==> src/rtl/lfsr_keyspace_sequencer.sv <==
// Multi-channel handshaked LFSR key generator: each channel walks every LFSR state
// from the loaded seed, then issues the all-zero key, with the channel index as key MSBs.
module lfsr_keyspace_sequencer #(
  parameter int LFSR_WIDTH = 22,
  parameter int CH_BITS    = 1,
  localparam int CHANNELS  = 1 << CH_BITS,
  localparam int KEY_WIDTH = LFSR_WIDTH + CH_BITS
) (
  input  logic                            clk,
  input  logic                            reset,
  input  logic                            start,
  input  logic                            stop,
  input  logic [LFSR_WIDTH-1:0]           seed,
  input  logic [CHANNELS-1:0]             key_ready,
  output logic [CHANNELS-1:0]             key_valid,
  output logic [CHANNELS*KEY_WIDTH-1:0]   key_out,
  output logic [CHANNELS-1:0]             chan_done,
  output logic                            busy,
  output logic                            done
);

  // Handshake: a key transfers on a rising edge where key_valid and key_ready are
  // both high; key_out is held unchanged while key_valid is high and key_ready low.

  localparam logic [23:0] TAPS_FULL =
    (LFSR_WIDTH == 6)  ? 24'h000030 :
    (LFSR_WIDTH == 8)  ? 24'h0000B8 :
    (LFSR_WIDTH == 16) ? 24'h00D008 :
    (LFSR_WIDTH == 20) ? 24'h090000 :
    (LFSR_WIDTH == 22) ? 24'h300000 :
    (LFSR_WIDTH == 24) ? 24'hE10000 : 24'h000000;
  localparam logic [LFSR_WIDTH-1:0] TAPS = TAPS_FULL[LFSR_WIDTH-1:0];

  generate
    if (TAPS_FULL == 24'h0) begin : g_bad_width
      $error("lfsr_keyspace_sequencer: unsupported LFSR_WIDTH %0d", LFSR_WIDTH);
    end
    if (CH_BITS < 0 || CH_BITS > 3) begin : g_bad_ch
      $error("lfsr_keyspace_sequencer: unsupported CH_BITS %0d", CH_BITS);
    end
  endgenerate

  typedef enum logic [1:0] {G_IDLE, G_RUN, G_DONE} g_state_t;
  typedef enum logic [1:0] {CH_ACTIVE, CH_ZERO, CH_FIN} ch_state_t;

  g_state_t              g_state, g_state_nxt;
  ch_state_t             ch_state     [CHANNELS];
  ch_state_t             ch_state_nxt [CHANNELS];
  logic [LFSR_WIDTH-1:0] lfsr         [CHANNELS];
  logic [LFSR_WIDTH-1:0] lfsr_nxt     [CHANNELS];
  logic [LFSR_WIDTH-1:0] seed_q, seed_q_nxt;
  logic [LFSR_WIDTH-1:0] seed_eff;
  logic [CHANNELS-1:0]   chan_done_q, chan_done_nxt;
  logic                  run;
  logic                  launch;

  function automatic logic [LFSR_WIDTH-1:0] lfsr_step(input logic [LFSR_WIDTH-1:0] s);
    return {s[LFSR_WIDTH-2:0], ^(s & TAPS)};
  endfunction

  assign run      = (g_state == G_RUN);
  assign launch   = start && (g_state != G_RUN);
  // An all-zero seed would lock the LFSR; it is the zero key's slot anyway.
  assign seed_eff = (seed == '0) ? '1 : seed;

  always_comb begin
    g_state_nxt = g_state;
    seed_q_nxt  = seed_q;
    case (g_state)
      G_IDLE, G_DONE: begin
        if (start) begin
          g_state_nxt = G_RUN;
          seed_q_nxt  = seed_eff;
        end
      end
      G_RUN: begin
        if (stop || (&chan_done_nxt)) g_state_nxt = G_DONE;
      end
      default: g_state_nxt = G_IDLE;
    endcase
  end

  always_comb begin
    for (int c = 0; c < CHANNELS; c++) begin
      ch_state_nxt[c]  = ch_state[c];
      lfsr_nxt[c]      = lfsr[c];
      chan_done_nxt[c] = chan_done_q[c];
      if (launch) begin
        ch_state_nxt[c]  = CH_ACTIVE;
        lfsr_nxt[c]      = seed_eff;
        chan_done_nxt[c] = 1'b0;
      end else if (key_valid[c] && key_ready[c]) begin
        case (ch_state[c])
          CH_ACTIVE: begin
            // Returning to the seed means every nonzero state has been issued.
            if (lfsr_step(lfsr[c]) == seed_q) begin
              lfsr_nxt[c]     = '0;
              ch_state_nxt[c] = CH_ZERO;
            end else begin
              lfsr_nxt[c] = lfsr_step(lfsr[c]);
            end
          end
          CH_ZERO: begin
            ch_state_nxt[c]  = CH_FIN;
            chan_done_nxt[c] = 1'b1;
          end
          default: ch_state_nxt[c] = CH_FIN;
        endcase
      end
    end
  end

  always_ff @(posedge clk) begin
    if (reset) begin
      g_state     <= G_IDLE;
      seed_q      <= '0;
      chan_done_q <= '0;
      for (int c = 0; c < CHANNELS; c++) begin
        ch_state[c] <= CH_FIN;
        lfsr[c]     <= '0;
      end
    end else begin
      g_state     <= g_state_nxt;
      seed_q      <= seed_q_nxt;
      chan_done_q <= chan_done_nxt;
      for (int c = 0; c < CHANNELS; c++) begin
        ch_state[c] <= ch_state_nxt[c];
        lfsr[c]     <= lfsr_nxt[c];
      end
    end
  end

  generate
    for (genvar c = 0; c < CHANNELS; c++) begin : g_chan
      localparam logic [KEY_WIDTH-1:0] PREFIX = KEY_WIDTH'(c) << LFSR_WIDTH;
      assign key_valid[c] = run && (ch_state[c] != CH_FIN);
      assign key_out[c*KEY_WIDTH +: KEY_WIDTH] =
        (g_state == G_IDLE) ? '0 : (PREFIX | KEY_WIDTH'(lfsr[c]));
    end
  endgenerate

  assign chan_done = chan_done_q;
  assign busy      = run;
  assign done      = (g_state == G_DONE);

endmodule

==> config.mk <==
export PLATFORM = sky130hd
export DESIGN_NAME = lfsr_keyspace_sequencer
export DESIGN_NICKNAME = d
export VERILOG_FILES = /design/src/rtl/lfsr_keyspace_sequencer.sv
export SDC_FILE = /design/constraint.sdc
export NUM_CORES = 1
export LEC_CHECK = 0
export ABC_AREA = 1
export CAP_MARGIN = 20
export CORE_ASPECT_RATIO = 1.1
export CORE_UTILIZATION = 54
export CTS_CLUSTER_SIZE = 12
export DETAILED_ROUTE_END_ITERATION = 12
export PLACE_DENSITY = 0.81
export SLEW_MARGIN = 10
export SYNTH_ARGS = -nofsm -noshare
export SYNTH_HDL_FRONTEND = slang
export SYNTH_SLANG_ARGS = --single-unit
==> constraint.sdc <==
create_clock -name clk -period 1.8 [get_ports clk]
set_input_delay 0.36 -clock clk [delete_from_list [all_inputs] [get_ports clk]]
set_output_delay 0.36 -clock clk [all_outputs]
set_load 0.01 [all_outputs]
=== Word level (Yosys, flattened, before mapping) ===
Memory sizes are Yosys's and may differ from the RTL's.
Index checks and enable logic that the tools add are counted.

* Output and inout port bits: 52
* Bits in writable memories: 48
* Word-level logic and storage cells: 71
* Register bits: 26
* Input bits: 28
* Memories kept: 2

* Equal/unequal tests: 11
* Multiplexer cells: 35
* Reduce and logical (&&, ||, !) cells: 16
* Bitwise logic cells: 4

{| class="wikitable"
|+ Memory list
! memory !! words !! width !! read ports !! clocked after memory_dff !! wr ports !! line !! source
|-
| lfsr || 2 || 22 || 2 || 0 || 2 || 49 || <nowiki>logic [LFSR_WIDTH-1:0] lfsr [CHANNELS];</nowiki>
|-
| ch_state || 2 || 2 || 2 || 0 || 2 || 47 || <nowiki>ch_state_t ch_state [CHANNELS];</nowiki>
|}

{| class="wikitable"
|+ Operators by type and width
! kind !! number
|-
| $mux W22 || 12
|-
| $eq A22 B22 Y1 || 2
|-
| $reduce_xor A22 Y1 || 2
|-
| $mux W2 || 12
|-
| $mux W23 || 1
|-
| $logic_not A22 Y1 || 1
|-
| $mux W1 || 9
|-
| $eq A2 B1 Y1 const B || 3
|-
| $logic_not A2 Y1 || 3
|-
| $ne A2 B2 Y1 const B || 3
|-
| $reduce_and A2 Y1 || 3
|-
| $logic_and A1 B1 Y1 || 5
|-
| $ne A2 B1 Y1 const B || 2
|-
| $or A1 B1 Y1 || 4
|-
| $pmux W2 S2 || 1
|-
| $eq A2 B2 Y1 const B || 1
|-
| $reduce_or A2 Y1 || 1
|-
| $logic_or A1 B1 Y1 || 1
|}

=== Longest topological paths before layout ===
An unclocked memory read counts as a cell.

* Depth in word-level cells: 10
* Mapped depth: 11
* Mapped depth without buffers: 10

=== Worst setup path after synthesis ===
OpenSTA, ideal clock, no wires.

* Kind: flip-flop to output port
* Start point: register g_state[1]
* End point: output key_out[45]
* Arrival: 1,121 ps
* Stages on the path, launching flop included: 4
* Setup slack: 319 ps
* Required time: 1,440 ps
* Buffers on the path: 1
* Path through: dfxtp_1 -> nor2_1 -> clkbuf_1 -> inv_1

* Cells in the longest elaborated chain, start to end: 2

{| class="wikitable"
|+ RTL lines
! item !! line !! source
|-
| start, declared || 46 || <nowiki>g_state_t g_state, g_state_nxt;</nowiki>
|-
| start signal, assigned || 123 || <nowiki>g_state <= g_state_nxt;</nowiki>
|-
| $logic_not A2 Y1 || 138 || <nowiki>(g_state == G_IDLE) ? '0 : (PREFIX | KEY_WIDTH'(lfsr[c]));</nowiki>
|-
| $mux W23 || 138 ||
|-
| end, declared || 16 || <nowiki>output logic [CHANNELS*KEY_WIDTH-1:0] key_out,</nowiki>
|}

Every way passes these cells.

=== Worst setup path after layout ===
* Start point: register g_state[0]
* End point: output key_out[42]

The elaborated chain is that of the path after synthesis.

==> flow_summary_export.csv <==
group,metric,value,unit
clocking,clock_latency,0.36,ns
clocking,cts_max_level,3,
clocking,holdBufCountCts,0,
worst_setup_path,rrSetupSlack,0.13,ns
global_route,grt_antenna_before_repair,0,
route,drtIter0Drc,585,
finish,fill_cells,660,
clocking,cts_tree,"done",
synthesis,yosys_warnings,0,
route,drc,0,
die,die-area,8820,sq um
worst_setup_path,cp_common_cell,"buf_12",
worst_setup_path,path_class,"reg -> out",
route,route.detailed.wl_per_inst,15.6,um
sta,finClkSkew,0.0137,ns
die,start_util,56.7,%
finish,drive_gt1_share,11.6,%
route,postRouteAntennaNets,0,
worst_hold_path,holdPathEnd,"lfsr[0][38]",
placement,numPortBuffers,78,
route,avgViaCountPerCell,5.50,
sta,drv_slew,0,
pwr,p_leak,0.00272,uW
outcome,status,"finished, final reports clean",
sta,post-route-period-util,100,%
sta,post-route-min-period,1.80,ns
worst_setup_path,slowest_delay,0.38,ns
worst_setup_path,worst_ep_required_time,1.44,ns
synthesis,syn_area,4560,sq um
synthesis,synth_top_cell_by_area,"dfxtp_1",
placement,place_ws,-0.129,ns
global_route,grt_pass1_wl,22.6,mm
global_route,grt_pass1_vias,4824,
worst_setup_path,worstPathCellList,"nor2_4 -> buf_12 -> buf_12 -> buf_4 -> nor2_1 -> clkbuf_2",
worst_hold_path,hold_path.startpoint,"reset",
sta,fin_setup_tns,0,ns
die,rows,34,
worst_setup_path,worstPathArrival,1.44,ns
sta,rsz0062_at_grt,"yes",
clocking,cts_buffers,9,
worst_setup_path,cp_slowest_cell,"dfxtp_4",
placement,dpl.hpwl,9.41,mm
sta,max_freq,556,MHz
finish,nNetsFinal,844,
worst_hold_path,hold_path_depth,3,
die,core-area,8040,sq um
finish,areaGrowthSynthToFinish,27.1,%
clocking,clockBufferDepth,2,
die,dieWidth,89.6,um
flow_run,maxCapViolations,0,
worst_hold_path,hp-class,"in -> reg",
global_route,grt_overflow,0,
synthesis,synth_seq_area_share,32.5,%
worst_setup_path,end_kind,"output port",
route,num_vias,5104,
worst_setup_path,reg2reg_to,"lfsr[0][9]",
worst_setup_path,cp-start-kind,"register",
finish,diodes,0,
route,drt-total-wl,14.4,mm
route,drt_pass1_iterations,6,
synthesis,synth.distinct_cells,27,
clocking,clkTransAtPathRegs,0.08,ns
pwr,vdd_drop_max,0.000434,V
synthesis,netlist.area_leader.share,32.5,%
synthesis,avgSynthCellArea,6.19,sq um
die,die_h,98.4,um
clocking,numClockSinks,74,
sta,hold_violations,0,
global_route,grt_max_degree,71,
synthesis,synth_nets,765,
synthesis,synth_area_leaders,"dfxtp_1 32%, a21oi_1 11%, inv_1 10%",
clocking,clockRootBuffer,"clkbuf_8",
global_route,grt_util_all_layers,33.0,%
synthesis,synthCells,737,
die,io_pins,80,
placement,place_congestion,0.865,
sta,finalSetupViolations,0,
pwr,power.density,770,nW/um^2
sta,fin_ws,0.0000495,ns
worst_setup_path,ff2ff_path_depth,8,
worst_setup_path,r2r_start,"g_state[1]",
worst_setup_path,crit_path_max_fanout,7,
synthesis,synth_seq_cells,74,
area by class of cell:
| class | count | area (sq um) | area share, % |
|---|---|---|---|
| well taps | 108 | 135 | 2.33 |
| multi-input cells | 493 | 2420 | 41.7 |
| clock inverters | 5 | 103 | 1.77 |
| clock buffers | 10 | 138 | 2.37 |
| repair buffers | 111 | 1040 | 17.9 |
| inverters | 127 | 477 | 8.22 |
| flip-flops and latches | 74 | 1490 | 25.6 |
synthesized netlist by cell type:
cell type    n
inv_1      125
nor2_1     123
nand2_1    111
a21oi_1     97
dfxtp_1     74
nand3_1     50
clkbuf_1    25
nor3_1      22
o21ai_0     22
xor2_1      20
buf_2       15
a21boi_0    11
xnor2_1     11
a21boi_1    10
nand4_1      5
buf_4        2
inv_2        2
o211ai_1     2
o21bai_1     2
buf_6        1
conb_1       1
nand3b_1     1
nand4_2      1
nand4_4      1
nor2_4       1
nor2_8       1
or2_2        1
layout by cell type (no fill, tap or decap), drive strengths merged, types with 3 or more instances in the layout:
cell / n
nor3: 22
nand3: 50
buf: 34
dfxtp: 74
clkdlybuf4s50: 28
xnor2: 11
inv: 127
bufinv: 3
o21ai: 22
a21oi: 97
a21boi: 21
clkbuf: 44
nor2: 125
nand2: 111
xor2: 20
nand4: 7
dlygate4sd2: 5
clkdlybuf4s15: 9
kinds of logic (layout without fill, tap and decap cells):
kind of cell,count (synthesis),after routing,share of synthesized area [%]
compound gates,144,144,17.2
xor+xnor,31,31,5.95
buf+inv,170,253,14.7
flops,74,74,32.5
other cells,1,1,0.0822
simple gates,317,317,29.6
power by group:
| part | leakage [uW] | total (uW) | switching, uW | internal [uW] |
|---|---|---|---|---|
| Combinational | 0.00199 | 1030 | 598 | 436 |
| Clock | 0.000118 | 1590 | 638 | 949 |
| Sequential | 0.000611 | 1840 | 96.1 | 1750 |
| Total | 0.00272 | 4460 | 1330 | 3130 |
sequential cells by signal (all words and copies together), names as in the netlist:
register,flops
seed_q,22
ch_state,4
chan_done,2
lfsr,44
g_state,2
worst max-delay path, delay by kind of cell, from the launching register on:
kind / cells / cell delay (ns)
buf+inv: 4 / 0.55
flops: 1 / 0.38
simple gates: 2 / 0.15
layer usage:
layer	track usage [%]	up-vias	share of wire, %
li1	-	2451	-
met4	15.8	0	2.8
met2	53.7	320	48
met1	41.6	2289	40
met3	5.75	44	8.9
met5	0	-	0
what timing repair did:
action                     4_1_cts  5_1_grt
setup buffers                    1        2
setup endpoints to repair       49       45
cloned                           0        3
pin swaps                        0        0
gates resized for setup         78       56
stage by stage:
step | total power, uW | std cells | hold slack, ns | cell area, sq um | utilization, %
finish | 4460 | 928 | 0.488 | 5800 | 72.1
global route | 4660 | 928 | 0.511 | 5800 | 72.1
floorplan | 2460 | 737 | 0.457 | 4560 | -
global placement | 2830 | 907 | 0.476 | 5610 | 69.8
detailed placement | 2850 | 907 | 0.492 | 5610 | 69.8
CTS | 4390 | 923 | 0.501 | 5820 | 72.4
worst max path at each step:
stage / end / start / slack [ns] / cells after the start
after floorplan: key_out[45] / g_state[1] / 0.32 / 3
after global placement: lfsr[0][23] / seed[2] / -0.07 / 9
after detailed placement: lfsr[0][26] / seed[3] / -0.13 / 9
after CTS: key_out[43] / g_state[0] / -0.17 / 3
after global routing: key_out[21] / g_state[0] / -0.06 / 6
final: key_out[42] / g_state[0] / 0.00005 / 6
Power figures use the tool's default switching activity.
